===== config.mk =====
export PLATFORM = sky130hd
export DESIGN_NAME = reg_bank_32
export DESIGN_NICKNAME = d
export VERILOG_FILES = /design/src/rtl/reg_bank_32_pkg.sv /design/src/rtl/decoder_5to32.sv /design/src/rtl/reg_en.sv /design/src/rtl/reg_bank_32.sv
export SDC_FILE = /design/constraint.sdc
export NUM_CORES = 1
export LEC_CHECK = 0
export BUFFER_PORTS_ARGS = -buffer_cell sky130_fd_sc_hd__buf_2
export CORE_AREA = 2 2 418 420
export DETAILED_ROUTE_END_ITERATION = 8
export DIE_AREA = 0 0 420 422
export HOLD_SLACK_MARGIN = 0.06
export SLEW_MARGIN = 20
export SYNTH_ARGS = -nofsm -noshare
export SYNTH_HDL_FRONTEND = slang
export SYNTH_HIERARCHICAL = 1
export SYNTH_SLANG_ARGS = --single-unit
export TNS_END_PERCENT = 5

===== constraint.sdc =====
create_clock -name clk -period 1.15 [get_ports clk]
set_clock_uncertainty 0.05 [all_clocks]
set_input_delay 0.115 -clock clk [delete_from_list [all_inputs] [get_ports clk]]
set_output_delay 0.115 -clock clk [all_outputs]
set_load 0.01 [all_outputs]

===== src/rtl/reg_bank_32_pkg.sv =====
// Shared constants for the 32-entry register bank: register indices and
// default reset values.
package reg_bank_32_pkg;

  localparam int unsigned NUM_REGS = 32;
  localparam int unsigned ZERO_IDX = 0;
  localparam int unsigned GP_IDX   = 28;
  localparam int unsigned SP_IDX   = 29;

  localparam logic [31:0] SP_RESET_VAL = 32'h7FFF_EFFC;
  localparam logic [31:0] GP_RESET_VAL = 32'h1000_8000;

endpackage


===== src/rtl/decoder_5to32.sv =====
// Write-enable decoder: raises exactly one bit of one_hot_o for the selected
// register when enabled, otherwise all bits are low.
module decoder_5to32 (
  input  logic        enable_i,
  input  logic [4:0]  sel_i,
  output logic [31:0] one_hot_o
);

  always_comb begin
    one_hot_o = '0;
    if (enable_i) begin
      one_hot_o[sel_i] = 1'b1;
    end
  end

endmodule


===== src/rtl/reg_en.sv =====
// Single WIDTH-bit register with load enable and asynchronous active-low reset
// to RST_VAL.
module reg_en #(
  parameter int unsigned       WIDTH   = 32,
  parameter logic [WIDTH-1:0]  RST_VAL = '0
) (
  input  logic             clk_i,
  input  logic             rst_ni,
  input  logic             en_i,
  input  logic [WIDTH-1:0] d_i,
  output logic [WIDTH-1:0] q_o
);

  logic [WIDTH-1:0] data_d, data_q;

  always_comb begin
    data_d = data_q;
    if (en_i) begin
      data_d = d_i;
    end
  end

  always_ff @(posedge clk_i or negedge rst_ni) begin
    if (!rst_ni) begin
      data_q <= RST_VAL;
    end else begin
      data_q <= data_d;
    end
  end

  assign q_o = data_q;

endmodule


===== src/rtl/reg_bank_32.sv =====
// Register-file storage: 31 writable registers plus a hardwired-zero r0, all
// presented in parallel to the downstream read multiplexers.
module reg_bank_32
  import reg_bank_32_pkg::*;
#(
  parameter int unsigned      WIDTH    = 32,
  parameter int unsigned      SIZE     = 5,
  parameter logic [WIDTH-1:0] SP_RESET = WIDTH'(SP_RESET_VAL),
  parameter logic [WIDTH-1:0] GP_RESET = WIDTH'(GP_RESET_VAL)
) (
  input  logic             clk,
  input  logic             reset,
  input  logic             reg_write,
  input  logic [SIZE-1:0]  write_register,
  input  logic [WIDTH-1:0] write_data,
  output logic [WIDTH-1:0] data_0,  data_1,  data_2,  data_3,
  output logic [WIDTH-1:0] data_4,  data_5,  data_6,  data_7,
  output logic [WIDTH-1:0] data_8,  data_9,  data_10, data_11,
  output logic [WIDTH-1:0] data_12, data_13, data_14, data_15,
  output logic [WIDTH-1:0] data_16, data_17, data_18, data_19,
  output logic [WIDTH-1:0] data_20, data_21, data_22, data_23,
  output logic [WIDTH-1:0] data_24, data_25, data_26, data_27,
  output logic [WIDTH-1:0] data_28, data_29, data_30, data_31
);

  logic [NUM_REGS-1:0] we;
  logic [WIDTH-1:0]    rd_data [NUM_REGS];
  logic                unused_we0;

  decoder_5to32 u_decoder (
    .enable_i  (reg_write),
    .sel_i     (write_register),
    .one_hot_o (we)
  );

  // r0 has no storage, so its decoded enable goes nowhere.
  assign unused_we0        = we[ZERO_IDX];
  assign rd_data[ZERO_IDX] = '0;

  for (genvar i = 1; i < NUM_REGS; i++) begin : g_regs
    localparam logic [WIDTH-1:0] RstVal = (i == GP_IDX) ? GP_RESET :
                                          (i == SP_IDX) ? SP_RESET : '0;
    reg_en #(
      .WIDTH   (WIDTH),
      .RST_VAL (RstVal)
    ) u_reg (
      .clk_i  (clk),
      .rst_ni (reset),
      .en_i   (we[i]),
      .d_i    (write_data),
      .q_o    (rd_data[i])
    );
  end

  assign data_0  = rd_data[0];
  assign data_1  = rd_data[1];
  assign data_2  = rd_data[2];
  assign data_3  = rd_data[3];
  assign data_4  = rd_data[4];
  assign data_5  = rd_data[5];
  assign data_6  = rd_data[6];
  assign data_7  = rd_data[7];
  assign data_8  = rd_data[8];
  assign data_9  = rd_data[9];
  assign data_10 = rd_data[10];
  assign data_11 = rd_data[11];
  assign data_12 = rd_data[12];
  assign data_13 = rd_data[13];
  assign data_14 = rd_data[14];
  assign data_15 = rd_data[15];
  assign data_16 = rd_data[16];
  assign data_17 = rd_data[17];
  assign data_18 = rd_data[18];
  assign data_19 = rd_data[19];
  assign data_20 = rd_data[20];
  assign data_21 = rd_data[21];
  assign data_22 = rd_data[22];
  assign data_23 = rd_data[23];
  assign data_24 = rd_data[24];
  assign data_25 = rd_data[25];
  assign data_26 = rd_data[26];
  assign data_27 = rd_data[27];
  assign data_28 = rd_data[28];
  assign data_29 = rd_data[29];
  assign data_30 = rd_data[30];
  assign data_31 = rd_data[31];

endmodule


# After elaboration in Yosys (flattened, before gate mapping)
# Index checks and enable logic that the tools add are counted.
# word_totals
in_bits	40
latchBits	0
out_inout_bits	1024
ramBits	0
mem_bits_ro	0
wordCells	37
ff_bits	992
memories	0
# classes
n_reduce_logical	1
n_mux	3
bitwise_logic	0
n_addsub	0
n_eq_ne	0
multipliers	0
n_div	0
n_lt_le_gt_ge	2
shifts	0
# ops
cell	n
32-bit two-way mux	1
5-bit by 6-bit less-than comparator with 1-bit output (second input constant)	1
1-bit demux with 5-bit select	1
5-bit by 1-bit greater-or-equal comparator with 1-bit output (second input constant)	1
1-bit logical AND	1
1-bit two-way mux	1

# Longest topological paths before layout
# depth
ltp_word	5
depth_mapped	6
mapped_depth_nobuf	3

# Hierarchy
# Netlist, hierarchy kept.
# by_module_without_submodules
module	instances	cells_each	seq_area_each_um2	area_per_inst_um2
reg_en at g_regs[10].u_reg ...	29	68	800.8	1345.0
reg_en at g_regs[29].u_reg	1	68	835.8	1380.1
reg_en at g_regs[28].u_reg	1	68	803.3	1347.5
reg_bank_32	1	33	0.0	244.0
decoder_5to32	1	47	0.0	230.2

# Least setup slack after synthesis
# No wires, ideal clock.
# synth_path
path_type	input to register
start	input port write_register[3]
end	register g_regs[1].u_reg.data_q[0]
arrival_ns	1.396
setup_ns	0.125
required_ns	0.975
setup_slack_ns	-0.421
path_stages	5
path_cell_list	or4b_1 -> nor2_1 -> buf_6 -> buf_12 -> mux2_4
# synth_between
elab_chain_len	5
word_cells_on_any_way	6
# synth_lines
element	line	source
start: declaration	reg_bank_32.sv:14	input logic [SIZE-1:0] write_register,
5-bit by 6-bit less-than comparator with 1-bit output (not written as such) or 5-bit by 1-bit greater-or-equal comparator with 1-bit output (tied branches)	decoder_5to32.sv:12	one_hot_o[sel_i] = 1'b1;
1-bit logical AND (not written as such)	decoder_5to32.sv:12	
1-bit two-way mux (not written as such)	decoder_5to32.sv:12	
1-bit demux with 5-bit select (*)	-	
32-bit two-way mux (*)	decoder_5to32.sv:11	if (enable_i) begin
net we[1]	reg_bank_32.sv:26	logic [NUM_REGS-1:0] we;
end signal: assignment	reg_en.sv:27	data_q <= data_d;
end: declaration	reg_en.sv:14	logic [WIDTH-1:0] data_d, data_q;
# Mark *: on every way through the listed nets, which the timed path passes. The rest lies on a longest branch.
# A chain may end at the register's enable or synchronous reset.

# Worst setup path after layout
# layout_path
start	register g_regs[29].u_reg.data_q[22]
end	output port data_29[22]
# layout_rtl
element	line	source
start: declaration	reg_en.sv:14	
start signal: assignment	reg_en.sv:27	
end: declaration	reg_bank_32.sv:23	output logic [WIDTH-1:0] data_28, data_29, data_30, data_31
# No word-level cell between the ends.

==> results.py <==
metrics = {
    "power_and_ir_drop": {
        "p_clk_share_pct": 31.9,
        "irDropWorstVdd_uv": 1200,
        "powerDensity_nw_per_um2": 1910,
        "netSwitchingPower_mw": 31.7,
        "p_total_mw": 111,
        "swShare_pct": 28.6,
        "pwr-share-seq_pct": 42.0,
        "power.internal_mw": 79.1,
        "leakagePower_nw": 28.3,
        "p_comb_share_pct": 26.1,
    },
    "grt": {
        "overflow": 0,
        "grt_usage_pct": 16.6,
        "grt_first_pass_wirelength_um": 208000,
        "grt_pass1_vias": 25695,
        "grt_max_degree": 73,
        "antenna_found_initial": 8,
    },
    "clocking": {
        "numCtsBuffers": 108,
        "clk_pin_slew_worst_paths_ps": 60,
        "cts_buffer_depth": 3,
        "htree_levels": 3,
        "cts_tree": "yes",
        "insertion_delay_ps": 730,
        "cts.sinks": 992,
        "cts_root_buf": "clkbuf_16",
    },
    "setup_path": {
        "critPathMaxFanout": 2,
        "cp-start-kind": "flip-flop",
        "worstPathArrival_ps": 1380,
        "worst_path_max_delay_cell": "dfstp_2",
        "crit_type": "flip-flop to primary output",
        "path_buf_inv": 1,
        "path_delay_family": "flip-flops",
        "endpoint_kind": "primary output",
        "worstPathRequired_ps": 990,
        "crit_chain": "buf_6",
        "slowest_delay_ps": 540,
    },
    "route": {
        "drc_errors": 0,
        "vias": 24486,
        "wl_per_cell_um": 25.6,
        "detail-route-antenna-nets": 0,
        "wirelength_um": 152000,
        "drt-vias-per-instance": 4.13,
        "drt_iter0_markers": 1501,
        "drt_pass1_iterations": 5,
    },
    "timing": {
        "slew_viol_final": 0,
        "fin_ws_ps": -396,
        "setup_violations": 1232,
        "max_freq_mhz": 647,
        "setup_tns_ps": -313410,
        "fin_crit_ps": 1550,
        "tightest_slew_ps": 630,
        "hold_viol": 0,
        "maxSlewHeadroom_pct": 57.8,
        "period_share_pct": 134,
        "rsz0062_at_grt": "yes",
    },
    "status": {
        "status": "finished, violations left",
        "violations": "negative setup slack",
    },
    "final_layout": {
        "largest_register_ffs": 992,
        "syn_to_final_growth_pct": 37.4,
        "final_cells": 5926,
        "seq_area_um2": 24900,
        "multi_input_area_um2": 15200,
        "layout-drive-gt1-share_pct": 70.1,
        "fillCellCount": 16699,
        "fin_nets": 3549,
        "utilization_pct": 33.5,
    },
    "die": {
        "coreArea_um2": 173000,
        "dieWidth_um": 420,
        "die_area_um2": 177000,
        "die_y_um": 422,
        "rows": 153,
        "start_util_pct": 24.4,
        "ios": 1064,
    },
    "placement": {
        "portBuffers": 1031,
        "dp_slack_ps": -811,
        "hpwlAfterDp_um": 106000,
        "dp_cells": 5650,
        "finalWeightedCongestion": 0.815,
    },
    "logic_synthesis": {
        "synthCells": 2187,
        "netlist_area_um2": 42200,
        "syn_area_per_cell_um2": 19.3,
        "yosys_warnings": 6,
    },
    "flow_run": {
        "maxCapViolCount": 0,
    },
    "min_path": {
        "hold_class": "primary input to async pin",
    },
}
[layout make-up]
| type | count | share of cell area [%] |
|---|---|---|
| repair buffers | 1340 | 19.5 |
| flip-flops and latches | 992 | 42.9 |
| clock buffers | 175 | 5.76 |
| clock inverters | 26 | 0.522 |
| multi-input cells | 1067 | 26.3 |
| well taps | 2325 | 5.02 |
| diodes | 1 | 0.00432 |
[power by group through the flow]
stage | logic [mW] | clock network [mW] | registers (mW)
after global routing | 30.2 | 37.7 | 47.3
after CTS | 28.2 | 36.2 | 46.2
after global placement | 25.8 | 0 | 46.1
final | 28.9 | 35.3 | 46.6
after floorplan | 9.91 | 0 | 49.2
after detailed placement | 26.1 | 0 | 46.2
[per-stage QoR]
step | area [um^2] | hold slack [ps]
after floorplan | 42300 | -231
after global placement | 51500 | 243
after detailed placement | 51500 | 242
after CTS | 57000 | 4.98
after global routing | 58000 | 35.4
final | 58000 | 91.2
[worst paths after layout]
path	end	cells past startpoint	from	slack [ps]
setup / recovery	data_29[22]	1	g_regs[29].u_reg/q_o[22]$_DFFE_PN1P_	-400
hold / removal	g_regs[18].u_reg/q_o[4]$_DFFE_PN0P_	3	reset	90
setup reg to reg	g_regs[10].u_reg/q_o[0]$_DFFE_PN0P_	2	g_regs[10].u_reg/q_o[0]$_DFFE_PN0P_	120
hold reg to reg	g_regs[14].u_reg/q_o[29]$_DFFE_PN0P_	1	g_regs[14].u_reg/q_o[29]$_DFFE_PN0P_	450
max in group asynchronous	g_regs[29].u_reg/q_o[10]$_DFFE_PN1P_	5	reset	-320
min in group clk	g_regs[3].u_reg/q_o[31]$_DFFE_PN0P_	5	write_register[4]	110
[layout by cell type (no fill, tap or decap), drive strengths merged]
cell / n
clkinvlp: 3
inv: 4
or2: 1
nand2b: 2
nand4b: 3
mux2: 992
conb: 32
nand4: 1
dfrtp: 962
nor2: 31
nand2: 1
or4b: 1
diode: 1
dlygate4sd3: 43
bufinv: 3
clkbuf: 175
dfstp: 30
nand4bb: 3
buf: 1297
clkinv: 16
[routing by layer]
layer | global-route usage [%] | part of all wire [%] | wire length (um) | up-vias
met3 | 3.33 | 5.0 | 7600 | 258
met4 | 7.58 | 4.4 | 6710 | 2
met2 | 27.7 | 50 | 75700 | 856
met1 | 20.5 | 41 | 61800 | 13122
li1 | - | - | - | 10248
met5 | 0 | 0.0072 | 11 | -
[what timing repair did]
item,in CTS,in global routing
hold buffers,33,10
setup buffers,20,11
endpoints found under the setup margin,992,992
gates cloned,0,0
gates resized for setup,268,131
endpoints found under the hold margin,1984,9
Power figures use the tool's default switching activity.
